**config.mk**
```make
export PLATFORM = sky130hd
export DESIGN_NAME = tick_gen_cascade
export DESIGN_NICKNAME = d
export VERILOG_FILES = /design/src/rtl/tick_pkg.sv /design/src/rtl/decade_cnt.sv /design/src/rtl/tick_gen_cascade.sv
export SDC_FILE = /design/constraint.sdc
export NUM_CORES = 1
export LEC_CHECK = 0
export ABC_CLOCK_PERIOD_IN_PS = 4800
export BUFFER_PORTS_ARGS = -buffer_cell sky130_fd_sc_hd__buf_4
export CAP_MARGIN = 40
export CORE_MARGIN = 5
export CORE_UTILIZATION = 45
export CTS_BUF_LIST = sky130_fd_sc_hd__clkbuf_8 sky130_fd_sc_hd__clkbuf_16
export DETAILED_ROUTE_END_ITERATION = 16
export GPL_TIMING_DRIVEN = 1
export HOLD_SLACK_MARGIN = 0.06
export PLACE_DENSITY = 0.72
export SLEW_MARGIN = 5
export SYNTH_ARGS = -nofsm -noshare
export SYNTH_HDL_FRONTEND = slang
export SYNTH_HIERARCHICAL = 1
export SYNTH_SLANG_ARGS = --single-unit
```
**constraint.sdc**
```tcl
create_clock -name clk -period 4.8 [get_ports clk]
set_input_delay 0.48 -clock clk [delete_from_list [all_inputs] [get_ports clk]]
set_output_delay 0.48 -clock clk [all_outputs]
set_load 0.02 [all_outputs]
```
**src/rtl/tick_pkg.sv**
```systemverilog
// Shared types for the cascaded tick generator: FSM states and decade counter type.
package tick_pkg;

   typedef enum logic [1:0] {
      StIdle,
      StRun,
      StPause,
      StDone
   } state_e;

   typedef logic [3:0] dec_cnt_t;

   localparam dec_cnt_t DEC_MAX = 4'd9;

endpackage

```
**src/rtl/decade_cnt.sv**
```systemverilog
// One decade stage: counts 0..9 on each enable; passes the enable on as it wraps.
module decade_cnt
   import tick_pkg::*;
(
   input  logic     clk,
   input  logic     reset,
   input  logic     en_in,
   input  logic     clr,
   output logic     en_out,
   output dec_cnt_t cnt
);

   dec_cnt_t cnt_q;

   always_ff @(posedge clk) begin
      if (reset || clr) begin
         cnt_q <= '0;
      end else if (en_in) begin
         cnt_q <= (cnt_q == DEC_MAX) ? '0 : cnt_q + 4'd1;
      end
   end

   // Combinational carry so coincident ticks of all stages land on the same clock.
   assign en_out = en_in && (cnt_q == DEC_MAX);
   assign cnt    = cnt_q;

endmodule

```
**src/rtl/tick_gen_cascade.sv**
```systemverilog
// Base tick divider with run/pause/clear FSM, loadable divisor, one-shot mode and a
// chain of decade ticks below the base rate.
module tick_gen_cascade
   import tick_pkg::*;
#(
   parameter int unsigned DIV_W   = 24,
   parameter int unsigned DEF_DIV = 1_000_000,
   parameter int unsigned N_CH    = 3
) (
   input  logic             clk,
   input  logic             reset,
   input  logic             run,
   input  logic             clear,
   input  logic             oneshot,
   input  logic             div_load,
   input  logic [DIV_W-1:0] div_value,
   output logic [N_CH-1:0]  tick,
   output logic             busy,
   output logic             done
);

   localparam logic [DIV_W-1:0] DefDiv = DIV_W'(DEF_DIV);
   localparam logic [DIV_W-1:0] One    = DIV_W'(1);

   state_e           state_q, state_d;
   logic [DIV_W-1:0] base_cnt_q;
   logic [DIV_W-1:0] div_act_q, div_shd_q;
   logic             mode_q;
   logic [N_CH-1:0]  tick_q;
   logic             busy_q, done_q;

   logic [N_CH-1:0]  fire;
   logic [N_CH-1:0]  dec_nz;
   logic             count_en;
   logic             base_wrap;
   logic [DIV_W-1:0] div_cap;

   assign div_cap   = (div_value == '0) ? One : div_value;
   // A pause request on the wrap cycle wins: the wrap is deferred until resume.
   assign count_en  = (state_q == StRun) && run && !clear;
   assign base_wrap = count_en && (base_cnt_q == div_act_q - One);
   assign fire[0]   = base_wrap;
   assign dec_nz[0] = (base_cnt_q != '0);

   for (genvar k = 1; k < N_CH; k++) begin : g_dec
      dec_cnt_t cnt;

      decade_cnt u_dec (
         .clk    (clk),
         .reset  (reset),
         .en_in  (fire[k-1]),
         .clr    (clear),
         .en_out (fire[k]),
         .cnt    (cnt)
      );

      assign dec_nz[k] = (cnt != '0);
   end

   always_comb begin
      state_d = state_q;
      if (clear) begin
         state_d = StIdle;
      end else begin
         case (state_q)
            StIdle:  if (run) state_d = StRun;
            StRun: begin
               if (!run) begin
                  state_d = StPause;
               end else if (mode_q && fire[N_CH-1]) begin
                  state_d = StDone;
               end
            end
            StPause: if (run) state_d = StRun;
            StDone:  state_d = StDone;
            default: state_d = StIdle;
         endcase
      end
   end

   always_ff @(posedge clk) begin
      if (reset) begin
         state_q    <= StIdle;
         base_cnt_q <= '0;
         div_act_q  <= DefDiv;
         div_shd_q  <= DefDiv;
         mode_q     <= 1'b0;
         tick_q     <= '0;
         busy_q     <= 1'b0;
         done_q     <= 1'b0;
      end else begin
         state_q <= state_d;
         busy_q  <= (state_d == StRun);
         done_q  <= (state_d == StDone);
         tick_q  <= fire;

         if (state_q == StIdle && state_d == StRun) begin
            mode_q <= oneshot;
         end

         if (clear || base_wrap) begin
            base_cnt_q <= '0;
         end else if (count_en) begin
            base_cnt_q <= base_cnt_q + One;
         end else if (div_load && state_q == StPause) begin
            base_cnt_q <= '0;
         end

         // While running, a new divisor waits in the shadow until the period boundary.
         if (div_load) begin
            div_shd_q <= div_cap;
            if (state_q != StRun || base_wrap) begin
               div_act_q <= div_cap;
            end
         end else if (base_wrap) begin
            div_act_q <= div_shd_q;
         end
      end
   end

   // Counters are parked at zero whenever the FSM is idle or finished.
   parked_at_zero: assert property (@(posedge clk) disable iff (reset)
      (state_q inside {StRun, StPause}) || (dec_nz == '0));

   assign tick = tick_q;
   assign busy = busy_q;
   assign done = done_q;

endmodule

```
==> flow_summary_export.csv <==
group,metric,value,unit
status,status,"finished clean",
detailed_routing,wirelength,10040,um
power_and_ir_drop,power,1.492,mW
detailed_routing,route.met2.wl,4558,um
setup_path,worst_setup_path_end_kind,"register",
detailed_routing,num_vias,3788,
power_and_ir_drop,power.switching,379.7,uW
floorplan,chipHeight,111.5,um
logic_synthesis,ys_types,58,
detailed_routing,route.detailed.drc,0,
floorplan,fp.dieW,111.5,um
hold_path,hp-class,"input port to register",
timing,hold_violations,0,
detailed_routing,routedWlPerCell,14.79,um
timing,slew-limit-headroom,0.4562,
clocking,root_buffer,"clkbuf_8",
logic_synthesis,synth_area,4638,um2
floorplan,rows,37,
timing,setup_viol,0,
power_and_ir_drop,p_leak,1.906,nW
clocking,ctsResizeCount,0,
clocking,clock_latency,0.37,ns
finish,fill_cells,957,
timing,tns,0,ns
power_and_ir_drop,p_int,1.112,mW
detailed_routing,drtPass1Iterations,4,
setup_path,crit_type,"register to register",
power_and_ir_drop,pwr-share-seq,0.523,
detailed_routing,met1_length,4768,um
place,portBuffers,34,
global_routing,grt_max_degree,64,
detailed_routing,drt_iter0_markers,249,
logic_synthesis,synth_edf_count,0,
logic_synthesis,ys.flop_type,"dfxtp_1",
floorplan,io_pins,35,
global_routing,grt_pass1_vias,3626,
logic_synthesis,ys_seq_elements,88,
global_routing,grt_usage,0.1661,
clocking,h-tree-depth,3,
job,max-cap-violations,0,
logic_synthesis,synth_fp_nets,548,
timing,rsz0062_at_grt,"no",
power_and_ir_drop,cellPowerDensity,287.7,nW/um2
detailed_routing,ant_nets,0,
floorplan,initial_core_util,0.4554,
clocking,post_cts_buffers,0,
detailed_routing,wl_met3,453,um
logic_synthesis,ys_seq_area_frac,0.3798,
clocking,cts_made_buffers,9,
global_routing,grt-ovfl-total,0,
timing,fin_crit,4.353,ns
place,dp_hpwl,7251,um
finish,regArea,1762,um2
floorplan,die_area,12440,um2
timing,hold_ws,0.3633,ns
detailed_routing,maxUsedRoutingLayer,"met4",
setup_path,critPathLaunchType,"register",
setup_path,crit_required,5.06,ns
finish,stdcell_area,5186,um2
floorplan,core_area,10180,um2
power_and_ir_drop,p_clk_frac,0.358,
setup_path,worst-path-max-fanout,5,
place,placed_area,4982,um2
power_and_ir_drop,swShare,0.2545,
finish,areaGrowthSynthToFinish,11.82,%
clocking,cts_hold_buf,0,
global_routing,grt_pass1_wl,17170,um
logic_synthesis,avgSynthCellArea,8.989,um2
global_routing,antenna_found_initial,0,
clocking,tritoncts,"yes",
clocking,clk_path_buf_depth,2,
logic_synthesis,synthCells,516,
timing,drv_slew,0,
finish,n_antenna_cell,0,
clocking,clk_pin_slew,0.08,ns
finish,layout.nets,571,
place,gp_congestion,0.8797,
finish,drive_gt1_frac,0.1989,
finish,instances_no_fill,679,
timing,final.setup_skew,0.01271,ns
logic_synthesis,async_reset_ff_frac,0,
timing,max_slew.worst_pin.slew,0.8156,ns
power_and_ir_drop,peakVddDrop,0.1995,mV
setup_path,crit_arrival,4.61,ns
power_and_ir_drop,comb_power_share,0.119,
place,dp.cells,664,
finish,multi_input_area,2720,um2
clocking,clock_sink_count,88,
logic_synthesis,synth-warning-count,6,
timing,finalCritPeriodShare,0.9070,
detailed_routing,vias_per_cell,5.579,
timing,clock.fmax,229.7,MHz
[worst paths after layout]
check	startpoint	end	slack, ns	cells past startpoint
worst min-delay path	div_value[9]	div_shd_q[9]$_SDFFE_PP1P_	0.36	2
worst max register to register	div_act_q[0]$_SDFFE_PP0P_	busy$_SDFF_PP0_	0.45	16
worst min register to register	g_dec[1].u_dec/cnt[3]$_SDFFE_PP0P_	g_dec[1].u_dec/cnt[3]$_SDFFE_PP0P_	0.51	2
worst max-delay path	div_act_q[0]$_SDFFE_PP0P_	busy$_SDFF_PP0_	0.45	16
[per-layer routing]
| layer | track usage | vias up |
|---|---|---|
| met5 | 0 | - |
| met4 | 0.08597 | 0 |
| met3 | 0.03098 | 19 |
| met2 | 0.2593 | 98 |
| met1 | 0.2190 | 1759 |
| li1 | - | 1912 |
[layout by cell type, fill, tap and decap left out, types with 3 or more instances in the layout]
cell type and n:
nand4_1 6, a21oi_1 26, xnor2_1 19, or2_2 9
nor3b_1 3, nand3b_1 4, inv_1 8, nand3_1 24
nor2_1 48, buf_4 40, o211ai_1 5, or3_1 12
mux2_2 9, mux2i_1 17, and3_1 4, a211o_1 8
xor2_1 13, nor3_1 16, mux2_4 20, dfxtp_1 88
nor2b_1 31, nor4_1 16, clkbuf_8 11, or4_1 3
nand2_1 26, o21ai_0 13, and4_1 5, a211oi_1 7
o21a_1 3, a31oi_1 6
[cells in the mapped netlist (3+ instances only)]
master    number  area, um2
dfxtp_1       88       1762
nor2_1        48      180.2
nor2b_1       31      193.9
a21oi_1       26      130.1
nand2_1       26      97.59
nand3_1       24      120.1
mux2_4        20      300.3
xnor2_1       19      166.4
clkbuf_1      18      67.56
mux2i_1       17      170.2
nor3_1        16      80.08
nor4_1        16      100.1
o21ai_0       13      65.06
xor2_1        13      113.9
or3_1         12      75.07
mux2_2         9      101.4
or2_2          9      56.30
a211o_1        8      70.07
inv_1          8      30.03
a211oi_1       7      52.55
a31oi_1        6      37.54
nand4_1        6      37.54
and4_1         5      43.79
buf_2          5      25.02
o211ai_1       5      37.54
and3_1         4      25.02
nand3b_1       4      30.03
buf_6          3      33.78
nor3b_1        3      22.52
o21a_1         3      22.52
or4_1          3      22.52
[area by class of cell]
cell class | instances | area share
well taps | 136 | 0.03281
flip-flops and latches | 88 | 0.3397
clock inverters | 4 | 0.01013
clock buffers | 11 | 0.02919
inverters | 8 | 0.005790
repair buffers | 40 | 0.05790
multi-input cells | 392 | 0.5245
[sequential cells by signal (all words and copies together), names as in the netlist]
register and count:
div_shd_q 24, tick 3, g_dec.u_dec/cnt 8, busy 1
base_cnt_q 24, div_act_q 24, state_q 2, done 1
mode_q 1
[through the flow]
| stage | setup slack, ns | utilization |
|---|---|---|
| finish | 0.4466 | 0.5092 |
| global route | 0.1579 | 0.5092 |
| CTS | 0.4739 | 0.5092 |
| detailed placement | 0.5037 | 0.4892 |
| global placement | 0.6834 | 0.4892 |
| floorplan | 0.5587 | - |
[cells by family (layout without fill, tap and decap cells)]
| logic type | Yosys count | in the layout | share of synthesized area |
|---|---|---|---|
| AOI/OAI and AO/OA | 84 | 84 | 0.1203 |
| and+or+nand+nor | 228 | 228 | 0.2754 |
| DFF | 88 | 88 | 0.3798 |
| xor gates and xnor gates | 32 | 32 | 0.06043 |
| buffers and inverters | 36 | 63 | 0.03534 |
| muxes | 46 | 46 | 0.1233 |
| adders and majority gates | 2 | 2 | 0.005394 |
[worst max-delay path, stage by stage, from the launching register on]
cell and delay, ns:
dfxtp_1 0.36, inv_1 0.09, ha_1 0.23, or4b_2 0.65, o31a_1 0.28, or4b_1 0.51, nand3_1 0.09, o2111ai_1 0.17
nor4_4 0.39, nand2_2 0.12, nor3b_1 0.23, buf_4 0.17, nand2_2 0.06, nor3b_1 0.29, a21oi_1 0.10, or3_1 0.35
and2_1 0.16
[power groups by stage]
stage / Sequential (mW) / Clock, mW / Combinational [mW]
finish: 0.780 / 0.535 / 0.177
global route: 0.785 / 0.581 / 0.195
CTS: 0.780 / 0.544 / 0.178
detailed placement: 0.797 / 0 / 0.177
global placement: 0.796 / 0 / 0.172
floorplan: 0.788 / 0 / 0.132
(Power assumes the default switching activity.)
